$ cat config.mk
export PLATFORM = sky130hd
export DESIGN_NAME = seq_div_fx_flat
export DESIGN_NICKNAME = d
export VERILOG_FILES = /design/src/rtl/seq_div_pkg.sv /design/src/rtl/seq_div_fx_if.sv /design/src/rtl/div_core_iter.sv /design/src/rtl/seq_div_fx.sv /design/src/flat_wrapper.sv
export SDC_FILE = /design/constraint.sdc
export NUM_CORES = 1
export LEC_CHECK = 0
export CAP_MARGIN = 25
export CORE_MARGIN = 2
export CORE_UTILIZATION = 58
export DETAILED_ROUTE_END_ITERATION = 16
export GPL_ROUTABILITY_DRIVEN = 0
export HOLD_SLACK_MARGIN = 0.05
export PLACE_DENSITY = 0.91
export SLEW_MARGIN = 20
export SYNTH_ARGS = -nofsm -noshare
export SYNTH_HDL_FRONTEND = slang
export SYNTH_HIERARCHICAL = 1
export SYNTH_SLANG_ARGS = --single-unit
$ cat constraint.sdc
create_clock -name clk -period 5.15 [get_ports clk]
set_input_delay 1.545 -clock clk [delete_from_list [all_inputs] [get_ports clk]]
set_output_delay 1.545 -clock clk [all_outputs]
set_load 0.005 [all_outputs]
$ cat src/rtl/seq_div_pkg.sv
// Shared types, default sizing and saturation-limit helpers for the
// fixed-point sequential divider.
package seq_div_pkg;

  typedef enum logic [1:0] {StIdle, StCalc, StFix, StDone} state_e;

  localparam int unsigned NDef    = 14;
  localparam int unsigned DecDef  = 4;
  localparam int unsigned IterDef = NDef + DecDef;
  localparam int unsigned CntWDef = $clog2(IterDef + 1);

  function automatic int unsigned iter_count(input int unsigned n, input int unsigned dec);
    return n + dec;
  endfunction

  function automatic int unsigned cnt_width(input int unsigned n, input int unsigned dec);
    return $clog2(n + dec + 1);
  endfunction

  function automatic logic [63:0] umax_lim(input int unsigned n);
    return (64'd1 << n) - 64'd1;
  endfunction

  function automatic logic [63:0] smax_lim(input int unsigned n);
    return (64'd1 << (n - 1)) - 64'd1;
  endfunction

  // Magnitude of the most negative signed value.
  function automatic logic [63:0] smin_mag(input int unsigned n);
    return 64'd1 << (n - 1);
  endfunction

endpackage

$ cat src/rtl/seq_div_fx_if.sv
// Operand/result handshake bundle for seq_div_fx.
interface seq_div_fx_if #(
  parameter int unsigned N = 14
) ();
  logic         in_valid;
  logic         in_ready;
  logic [N-1:0] dividend;
  logic [N-1:0] divisor;
  logic         in_signed;
  logic         abort;
  logic         out_valid;
  logic         out_ready;
  logic [N-1:0] quotient;
  logic [N-1:0] remainder;
  logic         dz;
  logic         ovf;

  modport master (
    output in_valid, dividend, divisor, in_signed, abort, out_ready,
    input  in_ready, out_valid, quotient, remainder, dz, ovf
  );

  modport slave (
    input  in_valid, dividend, divisor, in_signed, abort, out_ready,
    output in_ready, out_valid, quotient, remainder, dz, ovf
  );
endinterface

$ cat src/rtl/div_core_iter.sv
// One combinational restoring-division step: shift {acc,sr} left, subtract
// the divisor when it fits and record a quotient bit in the sr LSB.
module div_core_iter #(
  parameter int unsigned N = 14,
  parameter int unsigned W = 18
) (
  input  logic [N:0]   acc_i,
  input  logic [W-1:0] sr_i,
  input  logic [N-1:0] dvs_i,
  output logic [N:0]   acc_o,
  output logic [W-1:0] sr_o
);
  logic [N:0]   acc_sh;
  logic [W-1:0] sr_sh;
  logic         fits;

  always_comb begin
    acc_sh = {acc_i[N-1:0], sr_i[W-1]};
    sr_sh  = {sr_i[W-2:0], 1'b0};
    // A set acc MSB means the shifted value is past 2^(N+1), so it always fits.
    fits   = acc_i[N] | (acc_sh >= {1'b0, dvs_i});
    acc_o  = acc_sh;
    sr_o   = sr_sh;
    if (fits) begin
      acc_o   = acc_sh - {1'b0, dvs_i};
      sr_o[0] = 1'b1;
    end
  end
endmodule

$ cat src/rtl/seq_div_fx.sv
// Multi-cycle restoring divider: fixed-point quotient with DEC fractional bits,
// signed/unsigned per operation, divide-by-zero and saturation flags.
module seq_div_fx
  import seq_div_pkg::*;
#(
  parameter int unsigned N         = 14,
  parameter int unsigned DEC       = 4,
  parameter bit          SIGNED_EN = 1'b1
) (
  input  logic         clk,
  input  logic         reset_n,
  seq_div_fx_if.slave  bus
);
  localparam int unsigned W    = iter_count(N, DEC);
  localparam int unsigned CntW = cnt_width(N, DEC);

  localparam logic [W-1:0] UMax    = W'(umax_lim(N));
  localparam logic [W-1:0] SMax    = W'(smax_lim(N));
  localparam logic [W-1:0] SMinMag = W'(smin_mag(N));

  state_e          state_q, state_d;
  logic [N:0]      acc_q, acc_d;
  logic [W-1:0]    sr_q, sr_d;
  logic [CntW-1:0] cnt_q, cnt_d;
  logic [N-1:0]    dvs_q, dvs_d;
  logic            sgn_q, sgn_d;
  logic            dneg_q, dneg_d;
  logic            qneg_q, qneg_d;
  logic            dzf_q, dzf_d;
  logic [N-1:0]    quo_q, quo_d;
  logic [N-1:0]    rem_q, rem_d;
  logic            dz_q, dz_d;
  logic            ovf_q, ovf_d;

  logic [N:0]      acc_nx;
  logic [W-1:0]    sr_nx;

  div_core_iter #(
    .N(N),
    .W(W)
  ) u_core (
    .acc_i(acc_q),
    .sr_i (sr_q),
    .dvs_i(dvs_q),
    .acc_o(acc_nx),
    .sr_o (sr_nx)
  );

  logic         mode_in, dvd_neg_in, dvs_neg_in;
  logic [N-1:0] dvd_mag_in, dvs_mag_in;
  logic [W-1:0] lim;
  logic         ovf_raw;
  logic [N-1:0] mag_sat, quo_fix, quo_dz, rem_mag, rem_fix;

  always_comb begin
    mode_in    = SIGNED_EN & bus.in_signed;
    dvd_neg_in = mode_in & bus.dividend[N-1];
    dvs_neg_in = mode_in & bus.divisor[N-1];
    // Negating -2^(N-1) wraps to 2^(N-1), which is the correct unsigned magnitude.
    dvd_mag_in = dvd_neg_in ? (~bus.dividend + 1'b1) : bus.dividend;
    dvs_mag_in = dvs_neg_in ? (~bus.divisor + 1'b1) : bus.divisor;

    lim        = !sgn_q ? UMax : (qneg_q ? SMinMag : SMax);
    ovf_raw    = sr_q > lim;
    mag_sat    = ovf_raw ? lim[N-1:0] : sr_q[N-1:0];
    quo_fix    = qneg_q ? (~mag_sat + 1'b1) : mag_sat;
    quo_dz     = !sgn_q ? UMax[N-1:0] : (dneg_q ? SMinMag[N-1:0] : SMax[N-1:0]);
    // On divide-by-zero the original dividend magnitude still sits in sr.
    rem_mag    = dzf_q ? sr_q[W-1:DEC] : acc_q[N-1:0];
    rem_fix    = dneg_q ? (~rem_mag + 1'b1) : rem_mag;
  end

  always_comb begin
    state_d = state_q;
    acc_d   = acc_q;
    sr_d    = sr_q;
    cnt_d   = cnt_q;
    dvs_d   = dvs_q;
    sgn_d   = sgn_q;
    dneg_d  = dneg_q;
    qneg_d  = qneg_q;
    dzf_d   = dzf_q;
    quo_d   = quo_q;
    rem_d   = rem_q;
    dz_d    = dz_q;
    ovf_d   = ovf_q;

    unique case (state_q)
      StIdle: begin
        if (bus.in_valid) begin
          acc_d   = '0;
          sr_d    = {dvd_mag_in, {DEC{1'b0}}};
          cnt_d   = '0;
          dvs_d   = dvs_mag_in;
          sgn_d   = mode_in;
          dneg_d  = dvd_neg_in;
          qneg_d  = dvd_neg_in ^ dvs_neg_in;
          dzf_d   = (bus.divisor == '0);
          // Divide-by-zero skips the iterations; FIX forms its fixed result.
          state_d = (bus.divisor == '0) ? StFix : StCalc;
        end
      end
      StCalc: begin
        if (bus.abort) begin
          state_d = StIdle;
        end else begin
          acc_d = acc_nx;
          sr_d  = sr_nx;
          cnt_d = cnt_q + 1'b1;
          if (cnt_q == CntW'(W - 1)) state_d = StFix;
        end
      end
      StFix: begin
        if (bus.abort) begin
          state_d = StIdle;
        end else begin
          quo_d   = dzf_q ? quo_dz : quo_fix;
          rem_d   = rem_fix;
          dz_d    = dzf_q;
          ovf_d   = !dzf_q & ovf_raw;
          state_d = StDone;
        end
      end
      StDone: begin
        if (bus.out_ready) state_d = StIdle;
      end
      default: state_d = StIdle;
    endcase
  end

  always_ff @(posedge clk or negedge reset_n) begin
    if (!reset_n) begin
      state_q <= StIdle;
      acc_q   <= '0;
      sr_q    <= '0;
      cnt_q   <= '0;
      dvs_q   <= '0;
      sgn_q   <= 1'b0;
      dneg_q  <= 1'b0;
      qneg_q  <= 1'b0;
      dzf_q   <= 1'b0;
      quo_q   <= '0;
      rem_q   <= '0;
      dz_q    <= 1'b0;
      ovf_q   <= 1'b0;
    end else begin
      state_q <= state_d;
      acc_q   <= acc_d;
      sr_q    <= sr_d;
      cnt_q   <= cnt_d;
      dvs_q   <= dvs_d;
      sgn_q   <= sgn_d;
      dneg_q  <= dneg_d;
      qneg_q  <= qneg_d;
      dzf_q   <= dzf_d;
      quo_q   <= quo_d;
      rem_q   <= rem_d;
      dz_q    <= dz_d;
      ovf_q   <= ovf_d;
    end
  end

  assign bus.in_ready  = (state_q == StIdle);
  assign bus.out_valid = (state_q == StDone);
  assign bus.quotient  = quo_q;
  assign bus.remainder = rem_q;
  assign bus.dz        = dz_q;
  assign bus.ovf       = ovf_q;
endmodule
$ cat src/flat_wrapper.sv
// flat-port wrapper written by rule: the top's interface ports become plain ports
module seq_div_fx_flat import seq_div_pkg::*;
#(
  parameter int unsigned N         = 14,
  parameter int unsigned DEC       = 4,
  parameter bit          SIGNED_EN = 1'b1
)
  (clk, reset_n, bus_in_valid, bus_dividend, bus_divisor, bus_in_signed, bus_abort, bus_out_ready, bus_in_ready, bus_out_valid, bus_quotient, bus_remainder, bus_dz, bus_ovf);
  seq_div_fx_if #(.N(N)) bus_i ();
  input  logic clk;
  input  logic reset_n;
  input wire logic [$bits(bus_i.in_valid)-1:0] bus_in_valid;
  input wire logic [$bits(bus_i.dividend)-1:0] bus_dividend;
  input wire logic [$bits(bus_i.divisor)-1:0] bus_divisor;
  input wire logic [$bits(bus_i.in_signed)-1:0] bus_in_signed;
  input wire logic [$bits(bus_i.abort)-1:0] bus_abort;
  input wire logic [$bits(bus_i.out_ready)-1:0] bus_out_ready;
  output wire logic [$bits(bus_i.in_ready)-1:0] bus_in_ready;
  output wire logic [$bits(bus_i.out_valid)-1:0] bus_out_valid;
  output wire logic [$bits(bus_i.quotient)-1:0] bus_quotient;
  output wire logic [$bits(bus_i.remainder)-1:0] bus_remainder;
  output wire logic [$bits(bus_i.dz)-1:0] bus_dz;
  output wire logic [$bits(bus_i.ovf)-1:0] bus_ovf;
  assign bus_i.in_valid = bus_in_valid;
  assign bus_i.dividend = bus_dividend;
  assign bus_i.divisor = bus_divisor;
  assign bus_i.in_signed = bus_in_signed;
  assign bus_i.abort = bus_abort;
  assign bus_i.out_ready = bus_out_ready;
  assign bus_in_ready = bus_i.in_ready;
  assign bus_out_valid = bus_i.out_valid;
  assign bus_quotient = bus_i.quotient;
  assign bus_remainder = bus_i.remainder;
  assign bus_dz = bus_i.dz;
  assign bus_ovf = bus_i.ovf;
  seq_div_fx #(.N(N), .DEC(DEC), .SIGNED_EN(SIGNED_EN)) u_core (.clk(clk), .reset_n(reset_n), .bus(bus_i));
endmodule
# ---- Word level (Yosys, flattened, before mapping)
# Cells that the tools add are included.
dict set report word_totals {
  in_bits 34
  reg_bits 88
  elab_cells 76
}
dict set report op_classes {
  reduce_logical 8
  eq_ne 8
  n_mux 29
  n_lt_le_gt_ge 2
  bitwise 10
  n_addsub 6
}
# op count
set ops {}
lappend ops {{2-to-1 mux 14 bit} 10}
lappend ops {{adder 14 x 1 -> 14 bit (second input constant)} 4}
lappend ops {{NOT 14 bit} 4}
lappend ops {{2-to-1 mux 18 bit} 3}
lappend ops {{2-to-1 mux 15 bit} 3}
lappend ops {{one-hot mux 18 bit (2 select lines)} 1}
lappend ops {{one-hot mux 15 bit (2 select lines)} 1}
lappend ops {{> comparator 18 bit} 1}
lappend ops {{>= comparator 15 x 14 -> 1 bit} 1}
lappend ops {{subtractor 15 x 14 -> 15 bit} 1}
lappend ops {{logical NOT 14 bit} 1}
lappend ops {{2-to-1 mux 2 bit} 6}
lappend ops {{2-to-1 mux 5 bit} 2}
lappend ops {{one-hot mux 5 bit (2 select lines)} 1}
lappend ops {{one-hot mux 2 bit (4 select lines)} 1}
lappend ops {{!= test 2 bit (second input constant)} 3}
lappend ops {{AND reduction 3 bit} 2}
lappend ops {{adder 5 x 1 -> 5 bit (second input constant)} 1}
lappend ops {{equality test 5 bit (second input constant)} 1}
lappend ops {{equality test 2 bit (second input constant)} 2}
lappend ops {{AND reduction 2 bit} 2}
lappend ops {{AND 1 bit} 3}
lappend ops {{!= test 3 x 2 -> 1 bit (second input constant)} 1}
lappend ops {{equality test 2 x 1 -> 1 bit (second input constant)} 1}
lappend ops {{other kinds (7)} 7}

# ---- Depth between registers and ports, before layout
# Gate-level depths: netlist of the first run.
dict set report depth {
  depth_word 8
  mapped_depth 21
  ltp_nobuf 18
}

# ---- By module
# Netlist of the first run, hierarchy kept.
# mod n_inst area_each_um2 cells_per_inst
set by_module_without_submodules {}
lappend by_module_without_submodules {seq_div_fx 1 5308.8 632}
lappend by_module_without_submodules {div_core_iter 1 1232.4 170}

# ---- Worst setup path before layout of the first run
# OpenSTA, ideal clock, no wires.
dict set report synth_timing {
  path_kind {register -> register}
  startpoint {reg u_core.qneg_q}
  endpoint {reg u_core.quo_q[12] (netlist: u_core/bus.quotient[12])}
  period_less_slack_ns 4.254
  path_stages_with_launch 21
  t_arrival_ns 4.128
  slack_ns 0.896
  path_buffers 3
  required_time_ns 5.024
  cell_sequence {dfrtp_1 -> nand2_1 -> buf_2 -> inv_1 -> ha_1 -> o21ai_1 -> nor2_1 -> o41a_2 -> o211ai_2 -> buf_6 -> buf_2 -> nor2_1 -> a21oi_1 -> ha_1 -> nand3_1 -> or3_1 -> or3_1 -> or3_1 -> a21oi_1 -> a21oi_1 -> a221o_1}
}
dict set report synth_between {
  elab_chain_cells 8
}
# element line_no
set synth_lines {}
lappend synth_lines {{start, declared} seq_div_fx.sv:28} ;# logic qneg_q, qneg_d;
lappend synth_lines {{start signal, assigned} seq_div_fx.sv:154} ;# qneg_q <= qneg_d;
lappend synth_lines {{2-to-1 mux 14 bit} seq_div_fx.sv:63} ;# lim = !sgn_q ? UMax : (qneg_q ? SMinMag : SMax);
lappend synth_lines {{2-to-1 mux 18 bit} seq_div_fx.sv:63}
lappend synth_lines {{> comparator 18 bit} seq_div_fx.sv:64} ;# ovf_raw = sr_q > lim;
lappend synth_lines {{2-to-1 mux 14 bit} seq_div_fx.sv:65} ;# mag_sat = ovf_raw ? lim[N-1:0] : sr_q[N-1:0];
lappend synth_lines {{NOT 14 bit} seq_div_fx.sv:66} ;# quo_fix = qneg_q ? (~mag_sat + 1'b1) : mag_sat;
lappend synth_lines {{adder 14 x 1 -> 14 bit} seq_div_fx.sv:66}
lappend synth_lines {{2-to-1 mux 14 bit *} seq_div_fx.sv:66}
lappend synth_lines {{2-to-1 mux 14 bit *} seq_div_fx.sv:117} ;# quo_d = dzf_q ? quo_dz : quo_fix;
lappend synth_lines {{end signal, assigned} seq_div_fx.sv:156} ;# quo_q <= quo_d;
lappend synth_lines {{end, declared} seq_div_fx.sv:30} ;# logic [N-1:0] quo_q, quo_d;
# Mark *: on every way between the ends. The rest lies on a longest branch, timed or not.
# A chain may end at the register's enable or synchronous reset.

# ---- Worst setup path after layout of the first run
dict set report layout_timing {
  startpoint {reg u_core.sgn_q}
  endpoint {reg u_core.quo_q[12] (netlist: u_core/bus.quotient[12])}
}
dict set report layout_between {
  elab_chain_cells 7
  elab_cells_between_ends 8
}
# element line_no
set layout_lines {}
lappend layout_lines {{start, declared} seq_div_fx.sv:26} ;# logic sgn_q, sgn_d;
lappend layout_lines {{start signal, assigned} seq_div_fx.sv:152} ;# sgn_q <= sgn_d;
lappend layout_lines {{2-to-1 mux 18 bit} seq_div_fx.sv:63}
lappend layout_lines {{> comparator 18 bit} seq_div_fx.sv:64}
lappend layout_lines {{2-to-1 mux 14 bit} seq_div_fx.sv:65}
lappend layout_lines {{NOT 14 bit} seq_div_fx.sv:66}
lappend layout_lines {{adder 14 x 1 -> 14 bit} seq_div_fx.sv:66}
lappend layout_lines {{2-to-1 mux 14 bit} seq_div_fx.sv:66}
lappend layout_lines {{2-to-1 mux 14 bit *} seq_div_fx.sv:117}
# Marked as above.

==> qor.yml, run 1 <==
max_slew_margin_pct: 38.9
synth_top_area_share_pct: 33.7
holdCritPathClass: "flip-flop to flip-flop"
tns_ns: 0
antenna_left: 0
yosysSeqAreaShare_pct: 33.7
grt_max_degree: 62
fin_ws_ns: 0.419
fin_skew_ns: 0.0116
via_count: 5904
cts.sinks: 88
design.die.area_um2: 12100
num-fill-cells: 860
grt_remaining_overflow: 0
finalHoldViolCount: 0
async_reset_ff_share_pct: 100
die_w_um: 110
max_freq_mhz: 211
path_clk_slew_ns: 0.06
htree_levels: 3
cp-end-kind: "flip-flop"
min_delay_worst_endpoint: "u_core/acc_q[14]"
io-pin-count: 66
holdPathStages: 2
viasPerCell: 6.10
vdd_drop_max_mv: 0.359
tightest_slew_ns: 0.915
power_uw: 4830
die_h_um: 110
critPathLaunchType: "flip-flop"
place_ws_ns: 0.336
dp.cells: 953
synthTopCellsByCount: "nand2_1, dfrtp_1, o21ai_0"
finalSetupViolCount: 0
synthDistinctLibCells: 70
hold_ws_ns: 0.465
antenna_found_initial: 0
yosys-top-cells-area: "dfrtp_1, nand2_1, o21ai_0"
ys_ff_latch: 88
portBuffers: 65
synthesis.instances: 802
worstPathArrival_ns: 4.95
diodes: 0
cts_buffers: 9
synth_warnings: 6
first_iter_violations: 589
grt_pass1_wl_um: 25900
hold_buffers: 0
gr-usage-all-layers_pct: 27.1
drive_gt1_share_pct: 6.76
std_cell_rows: 38
final_cells: 968
r2r-end: "u_core/bus.quotient[12]"
yosysMostFrequentCell: "nand2_1"
crit_fanout: 28
period_minus_slack_ns: 4.73
final.period_utilization_pct: 91.9
synth_top_cell_by_area: "dfrtp_1"
max_cap_viol_count: 0
path_class: "flip-flop to flip-flop"
finalMaxSlewViolations: 0
start_util_pct: 59.8
r2r_setup_slack_ns: 0.42
wirelength_um: 15800
syn_area_um2: 6540
wl_per_cell_um: 16.3
area_delta_synth_final_pct: 12.6
p_leak_uw: 0.00323
nets: 886
rr_worst_depth: 18
first_pass_iters: 5
crit_required_ns: 5.37
cts_max_path_buffers: 2
dp_hpwl_um: 11500
power_density_nw_per_um2: 656
synth.avg_cell_area_um2: 8.16
status: "completed"
cts-root-buf: "clkbuf_16"
grt_setup_unrepaired: "false"
grt_pass1_vias: 5355
synth_nets: 864
synth_edf_count: 0
drc: 0
min_from: "u_core/acc_q[14]"
yosys_most_used_dff: "dfrtp_1"
r2r-start: "u_core/sgn_q"
core_area_um2: 10900
insertion_delay_ns: 0.34
cts_tree: "done"
## kinds of logic (layout without fill, tap and decap cells)
logic type | Yosys count | after routing | share of synthesized area, %
compound gates | 212 | 212 | 20.2
xor+xnor | 49 | 49 | 6.56
fa+ha+maj | 29 | 29 | 5.62
buf+inv | 106 | 132 | 7.90
flops | 88 | 88 | 33.7
mux | 28 | 28 | 4.90
simple gates | 290 | 290 | 21.2
## routing by layer
metal  vias to the layer above  GRT usage (%)  routed length [um]
met4                         0           8.66                 305
met3                        26           3.64                1000
met1                      2778           38.8                7290
met5                         -              0                   0
li1                       2843              -                   -
met2                       257           42.5                7200
## worst max-delay path by stage
stage / startpoint / end / slack (ns)
finish: u_core/sgn_q / u_core/bus.quotient[12] / 0.42
global route: u_core/sgn_q / u_core/bus.quotient[12] / 0.14
CTS: u_core/sgn_q / u_core/bus.quotient[12] / 0.32
detailed placement: u_core/sgn_q / u_core/bus.quotient[12] / 0.34
global placement: u_core/sgn_q / u_core/bus.quotient[12] / 0.50
floorplan: u_core/qneg_q / u_core/bus.quotient[12] / 0.90
## power by group
part	internal [uW]	total [uW]	switching, uW
clock	374	637	263
combinational	1300	2890	1590
sequential	967	1300	336
total	2640	4830	2190
## layout by cell type (no fill, tap or decap), types with 14 or more instances in the layout
cell	count
nor2_1	41
xor2_1	16
nand2_1	122
mux2i_1	17
ha_1	27
clkdlybuf4s50_1	64
o21ai_0	72
nand3_1	41
xnor2_1	33
a21oi_1	65
nor3_1	14
dfrtp_1	88
inv_1	42
or3_1	14
## layout make-up
class | instances | area, um^2 | area share, %
Clock buffer | 12 | 236 | 3.21
Inverter | 44 | 173 | 2.34
Multi-Input combinational cell | 608 | 3830 | 52.0
Timing Repair Buffer | 73 | 708 | 9.61
Sequential cell | 88 | 2200 | 29.9
Clock inverter | 3 | 43.8 | 0.594
Tap cell | 140 | 175 | 2.38
## state kept, by name, summed over array words and instances, names as in the netlist
signal / flops
u_core/acc_q: 15
u_core/bus.dz: 1
u_core/bus.ovf: 1
u_core/bus.quotient: 14
u_core/bus.remainder: 14
u_core/cnt_q: 5
u_core/dneg_q: 1
u_core/dvs_q: 14
u_core/dzf_q: 1
u_core/qneg_q: 1
u_core/sgn_q: 1
u_core/sr_q: 18
u_core/state_q: 2
## metrics by stage
step           cell area (um^2)  utilization [%]
6_report                   7370             67.4
2_1_floorplan              6540                -
3_3_place_gp               7090             64.8
5_1_grt                    7370             67.4
3_5_place_dp               7090             64.8
4_1_cts                    7370             67.4
## critical path: stages, from the launching register on
cell	delay, ns
dfrtp_1	0.59
nand2_2	0.27
inv_1	0.20
ha_1	0.28
o21ai_1	0.09
nor2_1	0.06
o41a_2	0.48
o211ai_2	0.22
buf_4	0.31
nor2_1	0.06
a21oi_1	0.12
ha_1	0.26
nand3_1	0.12
or3_1	0.35
or3_1	0.33
or3_1	0.34
a21oi_1	0.16
a21oi_1	0.09
a221o_1	0.30
## timing repair
action | CTS | global route
endpoints found under the setup margin | 0 | 1
buffers inserted | 0 | 0
resized for setup | 0 | 1
Note: power is estimated with default switching activity, not from simulation.
==> inputs of run 2 (changes only) <==
--- a/config.mk
+++ b/config.mk
@@ -12,6 +12,7 @@
 export GPL_ROUTABILITY_DRIVEN = 0
 export HOLD_SLACK_MARGIN = 0.05
 export PLACE_DENSITY = 0.91
+export SETUP_SLACK_MARGIN = 0.4
 export SLEW_MARGIN = 20
 export SYNTH_ARGS = -nofsm -noshare
 export SYNTH_HDL_FRONTEND = slang
==> qor.yml, run 2 (synthesis results as in run 1) <==
status: "completed"
cts-root-buf: "clkbuf_16"
vdd_drop_max_mv: 0.361  # +0.39%
nets: 886  # unchanged
drc: 0  # unchanged
path_class: "flip-flop to flip-flop"
area_delta_synth_final_pct: 12.8
power_density_nw_per_um2: 656  # about the same
cts_tree: "done"
final_cells: 968  # unchanged
finalMaxSlewViolations: 0  # unchanged
cts_max_path_buffers: 2  # unchanged
grt_util_met1_pct: 38.8  # unchanged
wirelength_um: 15900  # +0.37%
grt_setup_unrepaired: "false"
top_register: "u_core/sr_q"
insertion_delay_ns: 0.34  # about the same
wl_per_cell_um: 16.4  # +0.37%
max_freq_mhz: 224  # +5.8%
worstPathArrival_ns: 4.69  # -0.26 ns
finalSetupViolCount: 0  # unchanged
final_common_cell: "nand2_1"
fin_skew_ns: 0.0125  # +0.000934 ns
design.die.area_um2: 12100  # unchanged
die_w_um: 110  # unchanged
holdCritPathClass: "flip-flop to flip-flop"
cts_setup_buffers: 0  # unchanged
grtUsageMet2_pct: 42.6  # +0.044 points
top_regs: "u_core/sr_q: 18 flops, u_core/acc_q: 15 flops"
diodes: 0  # unchanged
first_iter_violations: 598  # +1.5%
critPathLaunchType: "flip-flop"
crit_required_ns: 5.37  # about the same
htree_levels: 3  # unchanged
tightest_slew_ns: 0.926  # +0.0113 ns
io-pin-count: 66  # unchanged
via_count: 5927  # +0.39%
drive_gt1_share_pct: 6.88  # +0.12 points
path_clk_slew_ns: 0.06  # about the same
grt_max_degree: 62  # unchanged
dp.cells: 953  # unchanged
grt_pass1_vias: 5361  # +0.11%
largest_reg_flops: 18  # unchanged
grt_pass1_wl_um: 25900  # about the same
hold_ws_ns: 0.465  # +0.0000210 ns
cp-end-kind: "flip-flop"
die_h_um: 110  # unchanged
most-common-layout-cells: "nand2_1, dfrtp_1, o21ai_0"
gr-usage-all-layers_pct: 27.1  # about the same
finalHoldViolCount: 0  # unchanged
final.period_utilization_pct: 86.8  # -5.1 points
first_pass_iters: 5  # unchanged
portBuffers: 65  # unchanged
cts.sinks: 88  # unchanged
tns_ns: 0  # unchanged
period_minus_slack_ns: 4.47  # -0.261 ns
busiest_layer: "met2"
grt_remaining_overflow: 0  # unchanged
max_slew_margin_pct: 38.3  # -0.62 points
antenna_left: 0  # unchanged
placed_area_um2: 7090  # unchanged
antenna_found_initial: 0  # unchanged
cts_buffers: 9  # unchanged
hold_buffers: 0  # unchanged
num-fill-cells: 855  # -0.58%
grtUsageMet3_pct: 3.64  # unchanged
final_cell_area_um2: 7380  # +0.14%
viasPerCell: 6.12  # +0.39%
dp_hpwl_um: 11500  # unchanged
core_area_um2: 10900  # unchanged
start_util_pct: 59.8  # unchanged
std_cell_rows: 38  # unchanged
crit_fanout: 28  # unchanged
p_leak_uw: 0.00324  # +0.26%
max_cap_viol_count: 0  # unchanged
## run 2: cell counts in the layout (fill, tap and decap cells not counted)
Identical to the previous run, type by type.
## run 2: critical path, stage by stage (launching register included)
cell and delay, ns:
dfrtp_2 0.50, nand2_4 0.19, inv_1 0.12, ha_1 0.32
o21ai_1 0.09, nor2_1 0.06, o41a_2 0.47, o211ai_2 0.24
buf_6 0.25, nor2_1 0.06, a21oi_1 0.12, ha_1 0.25
nand3_1 0.12, or3_1 0.35, or3_1 0.33, or3_1 0.34
a21oi_1 0.16, a21oi_1 0.09, a221o_1 0.30
## run 2: area by class of cell
type / instances / area (um^2) / area share [%]
clock buffers: 12 / 236 / 3.21
clock inverters: 3 / 43.8 / 0.594
inverters: 44 / 173 / 2.34
multi-input cells: 608 / 3830 / 52.0
flip-flops and latches: 88 / 2200 / 29.9
well taps: 140 / 175 / 2.37
repair buffers: 73 / 712 / 9.65
## run 2: stage by stage
step                      setup WS, ns  util, %  total power (uW)
after floorplan                  0.896        -              3460
after global placement           0.500     64.8              4000
after detailed placement         0.336     64.8              4110
after CTS                        0.477     67.4              4780
after global routing             0.437     67.5              5200
final                            0.679     67.5              4840
## run 2: repair_timing
item | 4_1_cts | 5_1_grt
setup endpoints to repair | 1 | 2
gates cloned | 0 | 0
resized for setup | 1 | 3
## run 2: metal layers
| layer | wire length (um) | vias to the layer above | part of all wire (%) |
|---|---|---|---|
| li1 | - | 2842 | - |
| met1 | 7220 | 2769 | 46 |
| met2 | 7140 | 280 | 45 |
| met3 | 1130 | 36 | 7.1 |
| met4 | 359 | 0 | 2.3 |
| met5 | 0 | - | 0 |
## run 2: report_power, final
part           switching (uW)  internal (uW)
Sequential                340            968
Clock                     261            374
Combinational            1590           1310
## run 2: worst paths after layout
check | start | endpoint | slack [ns] | cells after the start
max in group asynchronous | reset_n | u_core/sgn_q | 2.99 | 2
setup reg to reg | u_core/sgn_q | u_core/bus.quotient[12] | 0.68 | 18
hold / removal | u_core/acc_q[14] | u_core/acc_q[14] | 0.46 | 2
min in group asynchronous | reset_n | u_core/dvs_q[6] | 1.29 | 1
hold reg to reg | u_core/acc_q[14] | u_core/acc_q[14] | 0.46 | 2
setup / recovery | u_core/sgn_q | u_core/bus.quotient[12] | 0.68 | 18
